`src/rtl/dic_pkg.sv`:
```
// Shared definitions for the dic display transmitter.
// Holds ASCII constants, the transmit FSM state type, the base frame length
// and the snapshot record captured at the start of each frame.
package dic_pkg;

    localparam logic [7:0] CHR_0     = 8'h30;
    localparam logic [7:0] CHR_COLON = 8'h3A;
    localparam logic [7:0] CHR_SPACE = 8'h20;
    localparam logic [7:0] CHR_QMARK = 8'h3F;
    localparam logic [7:0] CHR_T     = 8'h54;
    localparam logic [7:0] CHR_A     = 8'h41;
    localparam logic [7:0] CHR_R     = 8'h52;
    localparam logic [7:0] CHR_S     = 8'h53;
    localparam logic [7:0] CHR_AT    = 8'h40;
    localparam logic [7:0] CHR_CR    = 8'h0D;
    localparam logic [7:0] CHR_LF    = 8'h0A;

    // Characters in a frame without the optional trailing LF.
    localparam int unsigned FRAME_LEN_BASE = 9;

    typedef enum logic [1:0] {
        IDLE,
        LOAD,
        SEND,
        DONE
    } tx_state_t;

    // Everything a frame is built from, frozen when the frame starts.
    typedef struct packed {
        logic [3:0] mtens;
        logic [3:0] mones;
        logic [3:0] stens;
        logic [3:0] sones;
        logic       run;
        logic       alarm_ena;
        logic       ld_time;
        logic       ld_alarm;
    } snap_t;

endpackage

```
`src/rtl/dic_bcd2ascii.sv`:
```
// Combinational BCD digit to ASCII converter.
// Ports:
//   bcd   - 4-bit BCD digit
//   ascii - '0'..'9' for digits 0..9, '?' for 10..15
module dic_bcd2ascii
    import dic_pkg::*;
(
    input  logic [3:0] bcd,
    output logic [7:0] ascii
);

    always_comb begin
        if (bcd <= 4'd9) begin
            ascii = CHR_0 + {4'h0, bcd};
        end else begin
            ascii = CHR_QMARK;
        end
    end

endmodule

```
`src/rtl/dic_disp_tx.sv`:
```
// Serialises a snapshot of the clock/alarm state as an ASCII status line
// ("MM:SS XY\r", optionally followed by "\n") over a byte valid/ready link.
// Ports:
//   clk, rst            - clock, synchronous active-low reset
//   send_req            - request one frame (coalesced while busy)
//   mtens/mones/stens/sones - BCD digits to report
//   dicRun, alarm_ena, ld_time, ld_alarm - mode flags to report
//   tx_ready            - UART transmitter accepts a byte this cycle
//   tx_data, tx_valid   - byte offered to the UART
//   busy                - frame bytes are being offered
//   frame_done          - one-cycle pulse after the last byte is accepted
module dic_disp_tx
    import dic_pkg::*;
#(
    parameter bit EOL_LF = 1'b0
) (
    input  logic       clk,
    input  logic       rst,
    input  logic       send_req,
    input  logic [3:0] mtens,
    input  logic [3:0] mones,
    input  logic [3:0] stens,
    input  logic [3:0] sones,
    input  logic       dicRun,
    input  logic       alarm_ena,
    input  logic       ld_time,
    input  logic       ld_alarm,
    input  logic       tx_ready,
    output logic [7:0] tx_data,
    output logic       tx_valid,
    output logic       busy,
    output logic       frame_done
);

    localparam int unsigned FRAME_LEN = FRAME_LEN_BASE + (EOL_LF ? 1 : 0);
    localparam logic [3:0]  LAST_IDX  = 4'(FRAME_LEN - 1);

    tx_state_t  state;
    logic [3:0] idx;
    logic       pending;
    snap_t      snap;

    logic [7:0] mtens_chr, mones_chr, stens_chr, sones_chr;
    logic [7:0] status_chr, alarm_chr, frame_chr;
    logic [3:0] sel;

    dic_bcd2ascii u_mtens (.bcd(snap.mtens), .ascii(mtens_chr));
    dic_bcd2ascii u_mones (.bcd(snap.mones), .ascii(mones_chr));
    dic_bcd2ascii u_stens (.bcd(snap.stens), .ascii(stens_chr));
    dic_bcd2ascii u_sones (.bcd(snap.sones), .ascii(sones_chr));

    always_comb begin
        if (snap.ld_time) begin
            status_chr = CHR_T;
        end else if (snap.ld_alarm) begin
            status_chr = CHR_A;
        end else if (snap.run) begin
            status_chr = CHR_R;
        end else begin
            status_chr = CHR_S;
        end
        alarm_chr = snap.alarm_ena ? CHR_AT : CHR_SPACE;
    end

    // LOAD fetches character 0; in SEND the mux looks one ahead so the next
    // byte can be registered on the accepting edge without a bubble.
    assign sel = (state == SEND) ? idx + 4'd1 : 4'd0;

    always_comb begin
        case (sel)
            4'd0:    frame_chr = mtens_chr;
            4'd1:    frame_chr = mones_chr;
            4'd2:    frame_chr = CHR_COLON;
            4'd3:    frame_chr = stens_chr;
            4'd4:    frame_chr = sones_chr;
            4'd5:    frame_chr = CHR_SPACE;
            4'd6:    frame_chr = status_chr;
            4'd7:    frame_chr = alarm_chr;
            4'd8:    frame_chr = CHR_CR;
            default: frame_chr = CHR_LF;
        endcase
    end

    always_ff @(posedge clk) begin
        if (!rst) begin
            state      <= IDLE;
            idx        <= 4'd0;
            pending    <= 1'b0;
            snap       <= '0;
            tx_data    <= 8'h00;
            tx_valid   <= 1'b0;
            busy       <= 1'b0;
            frame_done <= 1'b0;
        end else begin
            frame_done <= 1'b0;
            unique case (state)
                IDLE: begin
                    if (send_req || pending) begin
                        snap    <= '{mtens: mtens, mones: mones, stens: stens, sones: sones,
                                     run: dicRun, alarm_ena: alarm_ena,
                                     ld_time: ld_time, ld_alarm: ld_alarm};
                        idx     <= 4'd0;
                        pending <= 1'b0;
                        state   <= LOAD;
                    end
                end
                LOAD: begin
                    if (send_req) pending <= 1'b1;
                    tx_data  <= frame_chr;
                    tx_valid <= 1'b1;
                    busy     <= 1'b1;
                    state    <= SEND;
                end
                SEND: begin
                    if (send_req) pending <= 1'b1;
                    if (tx_ready) begin
                        if (idx == LAST_IDX) begin
                            tx_valid   <= 1'b0;
                            busy       <= 1'b0;
                            frame_done <= 1'b1;
                            state      <= DONE;
                        end else begin
                            idx     <= idx + 4'd1;
                            tx_data <= frame_chr;
                        end
                    end
                end
                DONE: begin
                    if (send_req) pending <= 1'b1;
                    state <= IDLE;
                end
                default: state <= IDLE;
            endcase
        end
    end

endmodule

```
`config.mk`:
```
export PLATFORM = sky130hd
export DESIGN_NAME = dic_disp_tx
export DESIGN_NICKNAME = d
export VERILOG_FILES = /design/src/rtl/dic_pkg.sv /design/src/rtl/dic_bcd2ascii.sv /design/src/rtl/dic_disp_tx.sv
export SDC_FILE = /design/constraint.sdc
export NUM_CORES = 1
export LEC_CHECK = 0
export CELL_PAD_IN_SITES_DETAIL_PLACEMENT = 1
export CELL_PAD_IN_SITES_GLOBAL_PLACEMENT = 1
export CORE_MARGIN = 1
export CORE_UTILIZATION = 38
export CTS_CLUSTER_DIAMETER = 60
export DETAILED_ROUTE_END_ITERATION = 16
export PLACE_DENSITY = 0.9
export SLEW_MARGIN = 20
export SYNTH_ARGS = -nofsm -noshare
export SYNTH_HDL_FRONTEND = slang
export SYNTH_SLANG_ARGS = --single-unit
export TNS_END_PERCENT = 100
```
`constraint.sdc`:
```
create_clock -name clk -period 2.95 [get_ports clk]
set_clock_uncertainty 0.15 [all_clocks]
set_input_delay 0.59 -clock clk [delete_from_list [all_inputs] [get_ports clk]]
set_output_delay 0.59 -clock clk [all_outputs]
set_load 0.03 [all_outputs]
```
Word level (Yosys, flattened, before mapping)
Cells that the tools add are included.
{"block": "totals", "ff_bits": 37, "in_bits": 24, "elab_cells": 81}
{"block": "op_classes", "addsub": 5, "n_lt_le_gt_ge": 4, "n_eq_ne": 17, "muxes": 28, "n_reduce_logical": 13}
{"operator": "one-hot mux 8 bit (9 select lines)", "n": 1}
{"operator": "2-to-1 mux 8 bit", "n": 6}
{"operator": "adder 6 x 4 -> 7 bit, first input constant", "n": 4}
{"operator": "== test 4 x 3 -> 1 bit, second input constant", "n": 4}
{"operator": "<= comparator 4 bit, second input constant", "n": 4}
{"operator": "2-to-1 mux 4 bit", "n": 4}
{"operator": "one-hot mux 8 bit (2 select lines)", "n": 1}
{"operator": "AND reduction 3 bit", "n": 4}
{"operator": "2-to-1 mux 5 bit", "n": 2}
{"operator": "== test 4 x 2 -> 1 bit, second input constant", "n": 2}
{"operator": "== test 4 bit, second input constant", "n": 2}
{"operator": "one-hot mux 2 bit (4 select lines)", "n": 1}
{"operator": "one-hot mux 4 bit (2 select lines)", "n": 1}
{"operator": "2-to-1 mux 7 bit", "n": 1}
{"operator": "2-to-1 mux 1 bit", "n": 6}
{"operator": "2-to-1 mux 2 bit", "n": 3}
{"operator": "!= test 2 bit, second input constant", "n": 3}
{"operator": "adder 4 x 1 -> 4 bit, second input constant", "n": 1}
{"operator": "== test 2 bit, second input constant", "n": 2}
{"operator": "== test 4 x 1 -> 1 bit, second input constant", "n": 1}
{"operator": "logical NOT 4 bit", "n": 1}
{"operator": "!= test 2 x 1 -> 1 bit, second input constant", "n": 2}
{"operator": "one-hot mux 1 bit (2 select lines)", "n": 2}
{"operator": "AND reduction 2 bit", "n": 2}
{"operator": "other kinds (6)", "n": 7}

Logic depth before layout (Yosys ltp)
{"block": "depth", "ltp_word": 7, "depth_mapped": 9, "ltp_nobuf": 7}

Cells and area by module
Synthesis repeated with hierarchy kept, for this count alone.
{"block": "unflattened", "cells_unflattened": 301, "area_unflattened_um2": 2306.0}
{"mod": "dic_disp_tx", "instances": 1, "cells_each": 257, "area_each_um2": 2035.7, "seq_area_each_um2": 740.7}
{"mod": "dic_bcd2ascii", "instances": 4, "cells_each": 11, "area_each_um2": 67.6, "seq_area_each_um2": 0.0}

Least setup slack after synthesis
OpenSTA, ideal clock, no wires.
{"block": "synth_timing", "kind": "reg-to-reg", "start": "reg idx[0]", "end": "reg tx_data[0]", "setup_time_ps": 91, "t_arrival_ps": 1865, "t_required_ps": 2709, "slack_ps": 844, "path_stages_with_launch": 9, "path_buffers": 1, "path_cell_list": "dfxtp_1 > clkbuf_8 > inv_1 > ha_1 > nand2b_2 > o21a_4 > a211oi_4 > a21oi_2 > a311oi_1"}
{"block": "synth_between", "elab_chain_cells": 7, "word_cells_on_any_way": 18, "classes_between": "1 x add/sub; 10 x eq/ne; 5 x mux; 2 x reduce/logical"}
{"item": "start: declaration", "line": "dic_disp_tx.sv:39", "rtl": "logic [3:0] idx;"}
{"item": "start signal: assignment", "line": "dic_disp_tx.sv:123", "rtl": "idx <= idx + 4'd1;"}
{"item": "adder 4 x 1 -> 4 bit", "line": "dic_disp_tx.sv:67", "rtl": "assign sel = (state == SEND) ? idx + 4'd1 : 4'd0;"}
{"item": "2-to-1 mux 4 bit", "line": "dic_disp_tx.sv:67"}
{"item": "== test 4 bit, or another cell as far along", "line": "dic_disp_tx.sv:70", "rtl": "case (sel)"}
{"item": "one-hot mux 8 bit (9 select lines)", "line": "dic_disp_tx.sv:70"}
{"item": "2-to-1 mux 8 bit", "line": "dic_disp_tx.sv:117", "rtl": "if (idx == LAST_IDX) begin"}
{"item": "2-to-1 mux 8 bit", "line": "dic_disp_tx.sv:116", "rtl": "if (tx_ready) begin"}
{"item": "one-hot mux 8 bit (2 select lines)", "line": "dic_disp_tx.sv:96", "rtl": "unique case (state)"}
{"item": "end signal: assignment", "line": "dic_disp_tx.sv:109", "rtl": "tx_data <= frame_chr;"}
{"item": "end signal: assignment", "line": "dic_disp_tx.sv:124", "rtl": "tx_data <= frame_chr;"}
{"item": "end: declaration", "line": "dic_disp_tx.sv:29", "rtl": "output logic [7:0] tx_data,"}
Parallel ways exist; a longest one is shown, timed or not. The select of a mux whose other input is x is not followed.
A chain may end at the register's enable or synchronous reset.

Final worst setup path
{"block": "layout_timing", "start": "reg state[0]", "end": "reg tx_data[2]"}
{"block": "layout_between", "elab_chain_cells": 7, "word_cells_on_any_way": 20, "classes_between": "12 x eq/ne; 5 x mux; 3 x reduce/logical"}
{"item": "start: declaration", "line": "dic_disp_tx.sv:38", "rtl": "tx_state_t state;"}
{"item": "start signal: assignment", "line": "dic_disp_tx.sv:86", "rtl": "state <= IDLE;"}
{"item": "start signal: assignment", "line": "dic_disp_tx.sv:104", "rtl": "state <= LOAD;"}
{"item": "start signal: assignment", "line": "dic_disp_tx.sv:112", "rtl": "state <= SEND;"}
{"item": "== test 2 bit", "line": "dic_disp_tx.sv:67, dic_disp_tx.sv:96"}
{"item": "2-to-1 mux 4 bit", "line": "dic_disp_tx.sv:67"}
{"item": "== test 4 bit, or another cell as far along", "line": "dic_disp_tx.sv:70"}
{"item": "one-hot mux 8 bit (9 select lines)", "line": "dic_disp_tx.sv:70"}
{"item": "2-to-1 mux 8 bit", "line": "dic_disp_tx.sv:117"}
{"item": "2-to-1 mux 8 bit", "line": "dic_disp_tx.sv:116"}
{"item": "one-hot mux 8 bit (2 select lines)", "line": "dic_disp_tx.sv:96"}
Parallel ways exist; a longest one is shown, timed or not. The select of a mux whose other input is x is not followed.

==> impl_metrics.csv <==
group,metric,value,unit
finish,utilization,49.6,%
timing,min_period,2.47,ns
clocking,clockBufferDepth,2,
drt,wirelength,5.16,mm
critical_path,critPathKind,"reg2reg",
global_routing,grt_pass1_wl,8.66,mm
clocking,clkSinkCount,36,
run_status,status,"completed",
timing,fin_crit_sh,83.9,%
pwr,leakage,0.000823,µW
timing,fin_ws,0.475,ns
synth,yosysSeqAreaShare,37.3,%
synth,syn_area,1930,µm²
synth,synth_cell_type_count,51,
drt,ant_nets,0,
synth,synth-simple-area-share,21.0,%
timing,grt_setup_unrepaired,"false",
min_path,hp-start,"snap[8]",
synth,synth.largest_area_cell,"dfxtp_1",
min_path,min_to,"snap[8]",
floorplan,fp.coreArea,4820,µm²
floorplan,fp.dieW,73.3,µm
drt,drt_first_pass_iters,4,
timing,finalMaxSlewViolations,0,
critical_path,reg2reg_from,"state[0]",
pwr,peakVddDrop,374,µV
critical_path,timing.rr.end,"tx_data[2]",
synth,synthArstFlopShare,0,%
drt,drtIter0Drc,86,
timing,tightest_slew,0.810,ns
finish,regArea,721,µm²
finish,final_layout_size_suffix_gt1_share,9.63,%
drt,vias_per_cell,5.30,
synth,synthMuxAreaShare,1.23,%
placement,port_buffers,33,
synth,synth.area.top_cells,"dfxtp_1 (37%), nand2_1 (9.7%), a21oi_1 (8.5%), ha_1 (3.2%), o21ai_0 (3.1%)",
placement,dp_cells,329,
timing,finalSetupViolCount,0,
synth,syn_inst,241,
drt,num_vias,1787,
min_path,hp-class,"reg2reg",
synth,synth_top_area_share,37.3,%
synth,avgSynthCellArea,8.03,µm²
finish,syn_to_final_growth,23.4,%
synth,yosys_register_bits,36,
timing,fmaxAchievable,404,MHz
placement,place_congestion,0.897,
synth,syn_nets,270,
critical_path,cp.arrival,2.54,ns
finish,fin_area,2390,µm²
floorplan,die_area,5380,µm²
job,maxCapViolations,0,
synth,synth_compound_area_share,28.9,%
clocking,post_cts_resized,0,
critical_path,critPathLaunchType,"flop",
finish,antennaDiodeCount,0,
finish,finalNonFillerCells,337,
placement,pre_cts_ws,0.457,ns
clocking,postCtsHoldBufs,0,
finish,nets,298,
synth,yosys.area_share.adder,3.23,%
global_routing,grt_pass1_vias,1817,
critical_path,cp_max_fo,20,
global_routing,grt_overflow,0,
placement,dpl.hpwl,3.69,mm
finish,nFillCells,598,
clocking,post-cts-setup-buffer-count,0,
pwr,powerDensity,851,nW/µm²
synth,synth_top_family_by_area,"compound AO/OA/AOI/OAI gates",
critical_path,worst_setup_path_end_kind,"flop",
critical_path,crit_start,"state[0]",
critical_path,rr_worst_depth,7,
clocking,insertion_delay,0.29,ns
drt,wl_per_cell,15.3,µm
synth,synthFlopType,"dfxtp_1",
clocking,cts.htree.levels,2,
global_routing,grt_antenna_before_repair,0,
finish,multiInputGateArea,1080,µm²
timing,hold_viol,0,
critical_path,worstPathRequired,3.02,ns
finish,final_cell_mix,"nand2_1 (50), dfxtp_1 (36), a21oi_1 (33), clkdlybuf4s50_1 (33), o21ai_0 (11)",
drt,drc,0,
clocking,root_buffer,"clkbuf_8",
timing,fin_setup_tns,0,ns
min_path,hold_path_depth,2,
global_routing,grt_util_all_layers,21.3,%
global_routing,grt_max_degree,32,
clocking,clk_pin_slew_worst_paths,0.07,ns
synth,synthXorXnorAreaFrac,1.29,%
clocking,numCtsBuffers,5,
finish,final_common_cell,"nand2_1",
critical_path,rrSetupSlack,0.48,ns
synth,yosys_warnings,0,
floorplan,rows,25,
floorplan,initial_utilization,40.2,%
floorplan,die_h,73.3,µm
floorplan,pin_count,35,
timing,slew_headroom,46.0,%
placement,dpl_cell_area,2280,µm²
clocking,cts_tree,"done",
synth,synth-edff-count,0,
[Yosys cell counts (all sizes together), types with 2 or more instances]
| library cell | count |
|---|---|
| a221oi | 2 |
| nand2b | 4 |
| nand3 | 7 |
| o31ai | 2 |
| inv | 9 |
| dfxtp | 36 |
| nand2 | 50 |
| and3b | 2 |
| nor3 | 4 |
| nor2 | 10 |
| o32ai | 2 |
| a31oi | 4 |
| o21a | 3 |
| nand3b | 2 |
| ha | 5 |
| clkbuf | 10 |
| a211oi | 5 |
| nor2b | 4 |
| a32oi | 2 |
| o2111ai | 2 |
| buf | 6 |
| or3 | 2 |
| a21oi | 35 |
| and2 | 2 |
| mux2i | 2 |
| o21ai | 12 |
| a22oi | 5 |
| nand4 | 2 |
[registers in the layout, indices dropped and copies added (netlist names)]
register / flops
busy: 1
idx: 4
frame_done: 1
state: 2
tx_data: 7
pending: 1
snap: 20
[kinds of logic after synthesis]
family                   after synthesis
multiplexers                           2
adder cells (fa/ha/maj)                5
other                                  1
buffers and inverters                 25
XOR/XNOR                               2
AO/OA/AOI/OAI                         81
AND/OR/NAND/NOR                       89
flip-flops                            36
[critical path, stage by stage, from the launching register on]
cell      delay [ns]
dfxtp_1         0.32
inv_1           0.10
ha_1            0.70
inv_2           0.15
a21oi_2         0.24
nand2b_1        0.38
a22oi_1         0.17
a211oi_2        0.20
[worst max-delay path by stage]
stage / to / slack (ns) / depth (start not counted)
after detailed placement: idx[1] / 0.46 / 6
final: tx_data[2] / 0.48 / 7
after floorplan: tx_data[0] / 0.84 / 8
after CTS: tx_data[2] / 0.49 / 7
after global placement: idx[1] / 0.54 / 6
after global routing: tx_data[2] / 0.33 / 7
[power breakdown]
part	total (µW)	internal [µW]	switching [µW]
combinational	922	345	577
sequential	679	596	83.6
clock	430	251	179
total	2030	1190	840
[final cells by class]
cell class                 count  area share (%)
timing repair buffer          37            15.1
sequential                    36            30.2
clock buffer                   6            3.04
clock inverter                 2            1.47
multi-input combinational    180            45.3
inverter                       9            1.42
tap                           67            3.51
[per-layer routing]
| layer | up-vias | wire, µm | global-route usage (%) |
|---|---|---|---|
| li1 | 900 | - | - |
| met2 | 37 | 2470 | 35.2 |
| met3 | 7 | 191 | 5.62 |
| met4 | 0 | 62 | 5.77 |
| met5 | - | 0 | 0 |
| met1 | 843 | 2430 | 27.5 |
[stage by stage]
stage	hold slack [ns]	total power, µW
after global placement	0.297	1570
after detailed placement	0.302	1610
final	0.309	2030
after CTS	0.312	2040
after global routing	0.330	2180
after floorplan	0.282	1350
Power figures use the tool's default switching activity.
